**src/rtl/io_write_buffer_pkg.sv**
```systemverilog
// Shared constants and drain-state encoding for the IO write buffer.
package io_write_buffer_pkg;
    localparam logic [1:0] IO_HI   = 2'b11;
    localparam logic [2:0] IO_UART = 3'h0;
    localparam logic [2:0] IO_HALT = 3'h4;
    localparam int ENTRY_W = 11;

    typedef enum logic [1:0] {
        ST_IDLE,
        ST_SEND,
        ST_GAP,
        ST_HALT
    } drain_state_e;
endpackage

```
**src/rtl/io_write_buffer_fifo.sv**
```systemverilog
// io_fifo: storage for queued IO writes, circular buffer with occupancy count.
module io_fifo #(
    parameter int DEPTH = 8,
    parameter int W     = 11,
    parameter int CW    = $clog2(DEPTH + 1)
) (
    input  logic          clk_in,
    input  logic          rst_in,
    input  logic          push,
    input  logic [W-1:0]  push_data,
    input  logic          pop,
    output logic [W-1:0]  head,
    output logic [CW-1:0] count
);
    localparam int AW = $clog2(DEPTH);

    logic [W-1:0]  mem_q [DEPTH];
    logic [AW-1:0] wr_ptr_q, wr_ptr_d, rd_ptr_q, rd_ptr_d;
    logic [CW-1:0] count_q, count_d;

    // Pointers wrap naturally because DEPTH is a power of two.
    always_comb begin
        wr_ptr_d = wr_ptr_q;
        rd_ptr_d = rd_ptr_q;
        count_d  = count_q;
        if (push) wr_ptr_d = wr_ptr_q + AW'(1);
        if (pop)  rd_ptr_d = rd_ptr_q + AW'(1);
        if (push && !pop)      count_d = count_q + CW'(1);
        else if (pop && !push) count_d = count_q - CW'(1);
    end

    always_ff @(posedge clk_in or negedge rst_in) begin
        if (!rst_in) begin
            wr_ptr_q <= '0;
            rd_ptr_q <= '0;
            count_q  <= '0;
        end else begin
            wr_ptr_q <= wr_ptr_d;
            rd_ptr_q <= rd_ptr_d;
            count_q  <= count_d;
        end
    end

    always_ff @(posedge clk_in) begin
        if (push) mem_q[wr_ptr_q] <= push_data;
    end

    assign head  = mem_q[rd_ptr_q];
    assign count = count_q;
endmodule

```
**src/rtl/io_write_buffer.sv**
```systemverilog
// CPU-side write buffer: RAM pass-through, IO writes queued and drained to the UART port.
// Optional counters enabled by IO_WRITE_BUFFER_STATS_EN.
//
// state | meaning
// IDLE  | nothing in flight, IO reads may be forwarded when the queue is empty
// SEND  | head entry driven onto the IO port and popped
// GAP   | one bubble cycle between consecutive sends
// HALT  | halt byte sent; IO writes discarded forever
module io_write_buffer
    import io_write_buffer_pkg::*;
#(
    parameter int DEPTH = 8
) (
    input  logic        clk_in,
    input  logic        rst_in,
    input  logic        rdy_in,
    input  logic        cpu_valid,
    input  logic [31:0] cpu_a,
    input  logic [7:0]  cpu_dout,
    input  logic        cpu_wr,
    output logic        cpu_stall,
    output logic        ram_en,
    output logic [16:0] ram_a,
    output logic        ram_wr,
    output logic        io_en,
    output logic [2:0]  io_a,
    output logic [7:0]  io_dout,
    output logic        io_wr,
    input  logic        io_buffer_full,
`ifdef IO_WRITE_BUFFER_STATS_EN
    output logic [31:0] stat_sent,
    output logic [31:0] stat_stall,
`endif
    output logic        halted
);
    localparam int CW = $clog2(DEPTH + 1);

    drain_state_e       state_q, state_d;
    logic [CW-1:0]      count;
    logic [ENTRY_W-1:0] head;
    logic bus_ok, is_io, io_wr_acc, io_rd_acc, drop, full, empty;
    logic fwd_read, push, pop, stall_wr, stall_rd, unused_hi;

    assign unused_hi = ^cpu_a[31:18];
    assign bus_ok    = rdy_in & rst_in;
    assign is_io     = cpu_a[17:16] == IO_HI;
    assign io_wr_acc = cpu_valid & is_io & cpu_wr;
    assign io_rd_acc = cpu_valid & is_io & ~cpu_wr;
    assign drop      = (cpu_a[15:0] == {13'd0, IO_UART}) && (cpu_dout == 8'h00);
    assign full      = count == CW'(DEPTH);
    assign empty     = count == '0;
    assign halted    = state_q == ST_HALT;
    assign fwd_read  = io_rd_acc & empty & (state_q == ST_IDLE);
    assign push      = bus_ok & io_wr_acc & ~drop & ~halted & ~full;
    assign stall_wr  = io_wr_acc & ~drop & ~halted & full;
    assign stall_rd  = io_rd_acc & ~fwd_read;
    assign pop       = bus_ok & (state_q == ST_SEND) & ~fwd_read;

    io_fifo #(.DEPTH(DEPTH), .W(ENTRY_W), .CW(CW)) u_fifo (
        .clk_in    (clk_in),
        .rst_in    (rst_in),
        .push      (push),
        .push_data ({cpu_a[2:0], cpu_dout}),
        .pop       (pop),
        .head      (head),
        .count     (count)
    );

    always_comb begin
        ram_en    = 1'b0;
        ram_wr    = 1'b0;
        ram_a     = '0;
        io_en     = 1'b0;
        io_wr     = 1'b0;
        io_a      = '0;
        io_dout   = '0;
        cpu_stall = 1'b0;
        if (bus_ok) begin
            ram_en    = cpu_valid & ~is_io;
            ram_wr    = cpu_valid & ~is_io & cpu_wr;
            ram_a     = cpu_a[16:0];
            cpu_stall = stall_wr | stall_rd;
            // A forwarded read owns the IO port; a pending send waits a cycle.
            if (fwd_read) begin
                io_en = 1'b1;
                io_a  = cpu_a[2:0];
            end else if (state_q == ST_SEND) begin
                io_en   = 1'b1;
                io_wr   = 1'b1;
                io_a    = head[10:8];
                io_dout = head[7:0];
            end
        end
    end

    always_comb begin
        state_d = state_q;
        case (state_q)
            ST_IDLE: if (!empty && !io_buffer_full) state_d = ST_SEND;
            ST_SEND: if (pop) state_d = (head[10:8] == IO_HALT) ? ST_HALT : ST_GAP;
            ST_GAP:  state_d = (!empty && !io_buffer_full) ? ST_SEND : ST_IDLE;
            ST_HALT: state_d = ST_HALT;
            default: state_d = ST_IDLE;
        endcase
        if (!rdy_in) state_d = state_q;
    end

    always_ff @(posedge clk_in or negedge rst_in) begin
        if (!rst_in) state_q <= ST_IDLE;
        else         state_q <= state_d;
    end

`ifdef IO_WRITE_BUFFER_STATS_EN
    logic [31:0] stat_sent_q, stat_sent_d, stat_stall_q, stat_stall_d;

    always_comb begin
        stat_sent_d  = stat_sent_q;
        stat_stall_d = stat_stall_q;
        if (pop && stat_sent_q != '1)        stat_sent_d  = stat_sent_q + 32'd1;
        if (cpu_stall && stat_stall_q != '1) stat_stall_d = stat_stall_q + 32'd1;
    end

    always_ff @(posedge clk_in or negedge rst_in) begin
        if (!rst_in) begin
            stat_sent_q  <= '0;
            stat_stall_q <= '0;
        end else begin
            stat_sent_q  <= stat_sent_d;
            stat_stall_q <= stat_stall_d;
        end
    end

    assign stat_sent  = stat_sent_q;
    assign stat_stall = stat_stall_q;
`endif
endmodule

```
**config.mk**
```make
export PLATFORM = sky130hd
export DESIGN_NAME = io_write_buffer
export DESIGN_NICKNAME = d
export VERILOG_FILES = /design/src/rtl/io_write_buffer_pkg.sv /design/src/rtl/io_write_buffer_fifo.sv /design/src/rtl/io_write_buffer.sv
export SDC_FILE = /design/constraint.sdc
export NUM_CORES = 1
export LEC_CHECK = 0
export CAP_MARGIN = 25
export CELL_PAD_IN_SITES_DETAIL_PLACEMENT = 1
export CELL_PAD_IN_SITES_GLOBAL_PLACEMENT = 2
export CORE_MARGIN = 4
export CORE_UTILIZATION = 38
export CTS_BUF_LIST = sky130_fd_sc_hd__clkbuf_16
export CTS_CLUSTER_SIZE = 40
export DETAILED_ROUTE_END_ITERATION = 12
export GPL_TIMING_DRIVEN = 1
export PLACE_DENSITY = 0.85
export SLEW_MARGIN = 15
export SYNTH_ARGS = -nofsm -noshare
export SYNTH_HDL_FRONTEND = slang
export SYNTH_SLANG_ARGS = --single-unit
```
**constraint.sdc**
```tcl
create_clock -name clk_in -period 2.8 [get_ports clk_in]
set_clock_uncertainty 0.05 [all_clocks]
set_input_delay 0.42 -clock clk_in [delete_from_list [all_inputs] [get_ports clk_in]]
set_output_delay 0.42 -clock clk_in [all_outputs]
set_load 0.005 [all_outputs]
```
==> run metrics <==
status complete, no violations; RSZ-0062 raised after global routing true; crit-path max FO 3; dpl ws -0.448 ns; R2R depth 12; Setup CP Type input pin to output pin; Congestion Overflow GR 0; Hold/Removal Path Class input pin to async pin; share of layout cells above drive strength 1 31.6%; f_max 0.363 GHz; Tmin final 2.76 ns; DIE AREA 0.0133 mm^2; setup_tns 0 ns; TritonCTS Buffers 9; ant diodes 0; Buf/Inv on CP 4; Worst-Skew Late Latency 0.34 ns; initial core utilization 39.6%; root buf cell clkbuf_16; Synth Instances 255; CTS tree built; GRT Util Overall 17.8%; slew of the pin with the lowest slew margin 0.375 ns; Async SR Flop Fraction 12.0%; Leak Pwr 0.00213 uW; Synth Cell Area 0.00439 mm^2; Worst Setup EP io_a[1]; Arr. time, crit path 2.29 ns; Detailed Routing Iterations Pass 1 4; Worst path depth 8; min setup slack post-route 0.0425 ns; commonest non-fill, non-tap cells in the layout 88 x edfxtp_1, 60 x clkdlybuf4s50_1, 34 x buf_4; Worst-path clk slew 0.07 ns; PwrDens 728 mW/mm^2; count of hold-fix buffers inserted at cts 0; commonest non-fill, non-tap cell in the layout edfxtp_1; drt wl/cell 21.9 um; FF-to-FF Start u_fifo.count[1]; Die Y 116 um; # Max-Cap Violations 0; worst-path cell chain clkdlybuf4s50_1 -> nand3_4 -> buf_4 -> nor4_2 -> buf_4 -> nand2_1 -> o21ai_1 -> clkdlybuf4s50_1; register area share after synthesis 67.0%; Site Rows 38; CORE AREA 0.0111 mm^2; total number of vias 2697; first-pass GRT wire length 17400 um; Reg2Reg Setup Slack 0.54 ns; # setup viols final 0; Yosys cell types 51; critical path endpoint category output pin; Slew Limit Fails 0; number of top-level pins 80; DR iter-0 viols 139; clock sink total 100; critical path's top delay family buffers and inverters; vias in the first global route 2981; Slew headroom 74.9%; CTS Buffer Depth 2; Die W 116 um; period utilization 98.5%; Crit-path slowest cell clkdlybuf4s50_1; EDFF count, synth 88; worst hold slack 0.406 ns; Via density 5.32; FF+latch count, synth 100; IO Port Bufs 65; Residual DRC 0; Worst R2R End u_fifo.count[3]; critical path launch point cpu_a[16]; Routability Congestion 0.731; Critical Path RT 2.33 ns; initial antenna violation count 0; ys flop type edfxtp_1; nets 415; Detail Route Antenna Nets 0; post-synth net total 307; area grow syn2layout 35.0%; warnings from Yosys 0; Total Wirelength 11100 um; startpoint types input pin; HPWL Detailed 7450 um; Fill cells 1043; Hold Fails Final Rpt 0; crit-path max cell delay 0.56 ns; largest net degree at the start of global routing 30; Mean Syn Cell Area 17.2 um^2; htree depth 3; Worst VDD drop 0.000429 V
==> stage by stage <==
stage	power (uW)	area [um^2]	util, %	instances
after floorplan	2650	4390	-	255
after global placement	3030	5540	50.0	489
after detailed placement	3070	5540	50.0	489
after CTS	4290	5850	52.8	505
after global routing	4550	5930	53.5	507
final	4320	5930	53.5	507
==> per-layer routing <==
metal | vias up | track usage (%) | wire length (um)
met1 | 1389 | 23.4 | 4390
met4 | 0 | 3.76 | 108
met3 | 9 | 3.50 | 514
met2 | 68 | 30.9 | 6060
li1 | 1231 | - | -
met5 | - | 0 | 0
==> power by group <==
group	leakage [uW]	internal [uW]	switching, uW
Combinational	0.00106	767	581
Sequential	0.000933	1700	146
Clock	0.000130	599	524
==> sequential cells by signal, summed over array words and instances, names as in the netlist <==
signal and flops:
u_fifo.mem_q 88, state_q 2, u_fifo.wr_ptr_q 3, u_fifo.count 4, u_fifo.rd_ptr_q 3
==> kinds of logic after synthesis <==
| kind of cell | count (synthesis) | share of synthesized area (%) |
|---|---|---|
| multiplexers | 34 | 13.8 |
| AO/OA/AOI/OAI | 15 | 2.22 |
| AND/OR/NAND/NOR | 74 | 11.3 |
| flip-flops | 100 | 67.0 |
| XOR/XNOR | 8 | 1.60 |
| buffers and inverters | 18 | 2.25 |
| adder cells (fa/ha/maj) | 6 | 1.88 |
==> final cells by class <==
| class | count | area, um^2 | share of cell area (%) |
|---|---|---|---|
| Clock buffer | 9 | 225 | 3.80 |
| Clock inverter | 6 | 41.3 | 0.696 |
| Inverter | 6 | 22.5 | 0.380 |
| Multi-Input combinational cell | 137 | 1410 | 23.8 |
| Sequential cell | 100 | 2950 | 49.7 |
| Tap cell | 140 | 175 | 2.95 |
| Timing Repair Buffer | 109 | 1110 | 18.7 |
==> tightest hold or removal path: stages <==
cell	delay (ns)
dlygate4sd2_1	0.32
buf_4	0.16
buf_4	0.28
==> how the worst min path moves through the flow <==
stage          slack (ns)            endpoint            start
6_report             0.41     u_fifo.count[3]           rst_in
5_1_grt              0.44     u_fifo.count[3]           rst_in
4_1_cts              0.40  u_fifo.wr_ptr_q[0]           rst_in
3_5_place_dp         0.43     u_fifo.count[3]  u_fifo.count[3]
3_3_place_gp         0.42     u_fifo.count[3]  u_fifo.count[3]
2_1_floorplan        0.07          state_q[0]           rst_in
==> synthesized netlist by cell type, types with 2 or more instances <==
| cell | instances | share of area, % |
|---|---|---|
| edfxtp_1 | 88 | 60 |
| mux4_2 | 21 | 11 |
| dfrtp_1 | 12 | 6.8 |
| nand2_1 | 12 | 1.0 |
| nor2_1 | 12 | 1.0 |
| and3_1 | 11 | 1.6 |
| mux2i_1 | 11 | 2.5 |
| and3_2 | 7 | 1.2 |
| nor4_1 | 7 | 1.0 |
| inv_1 | 6 | 0.51 |
| ha_1 | 5 | 1.4 |
| a21oi_1 | 4 | 0.46 |
| clkbuf_1 | 4 | 0.34 |
| xnor2_1 | 4 | 0.80 |
| xor2_1 | 4 | 0.80 |
| and4b_1 | 3 | 0.68 |
| buf_2 | 3 | 0.34 |
| buf_6 | 3 | 0.77 |
| nor3_1 | 3 | 0.34 |
| o21ai_0 | 3 | 0.34 |
| a31oi_1 | 2 | 0.28 |
==> timing repair <==
action,CTS,global route
resized for setup,8,16
setup buffers,0,1
setup endpoints to repair,24,15
gates cloned,1,0
pin swaps,0,2
Note: power is estimated with default switching activity, not from simulation.
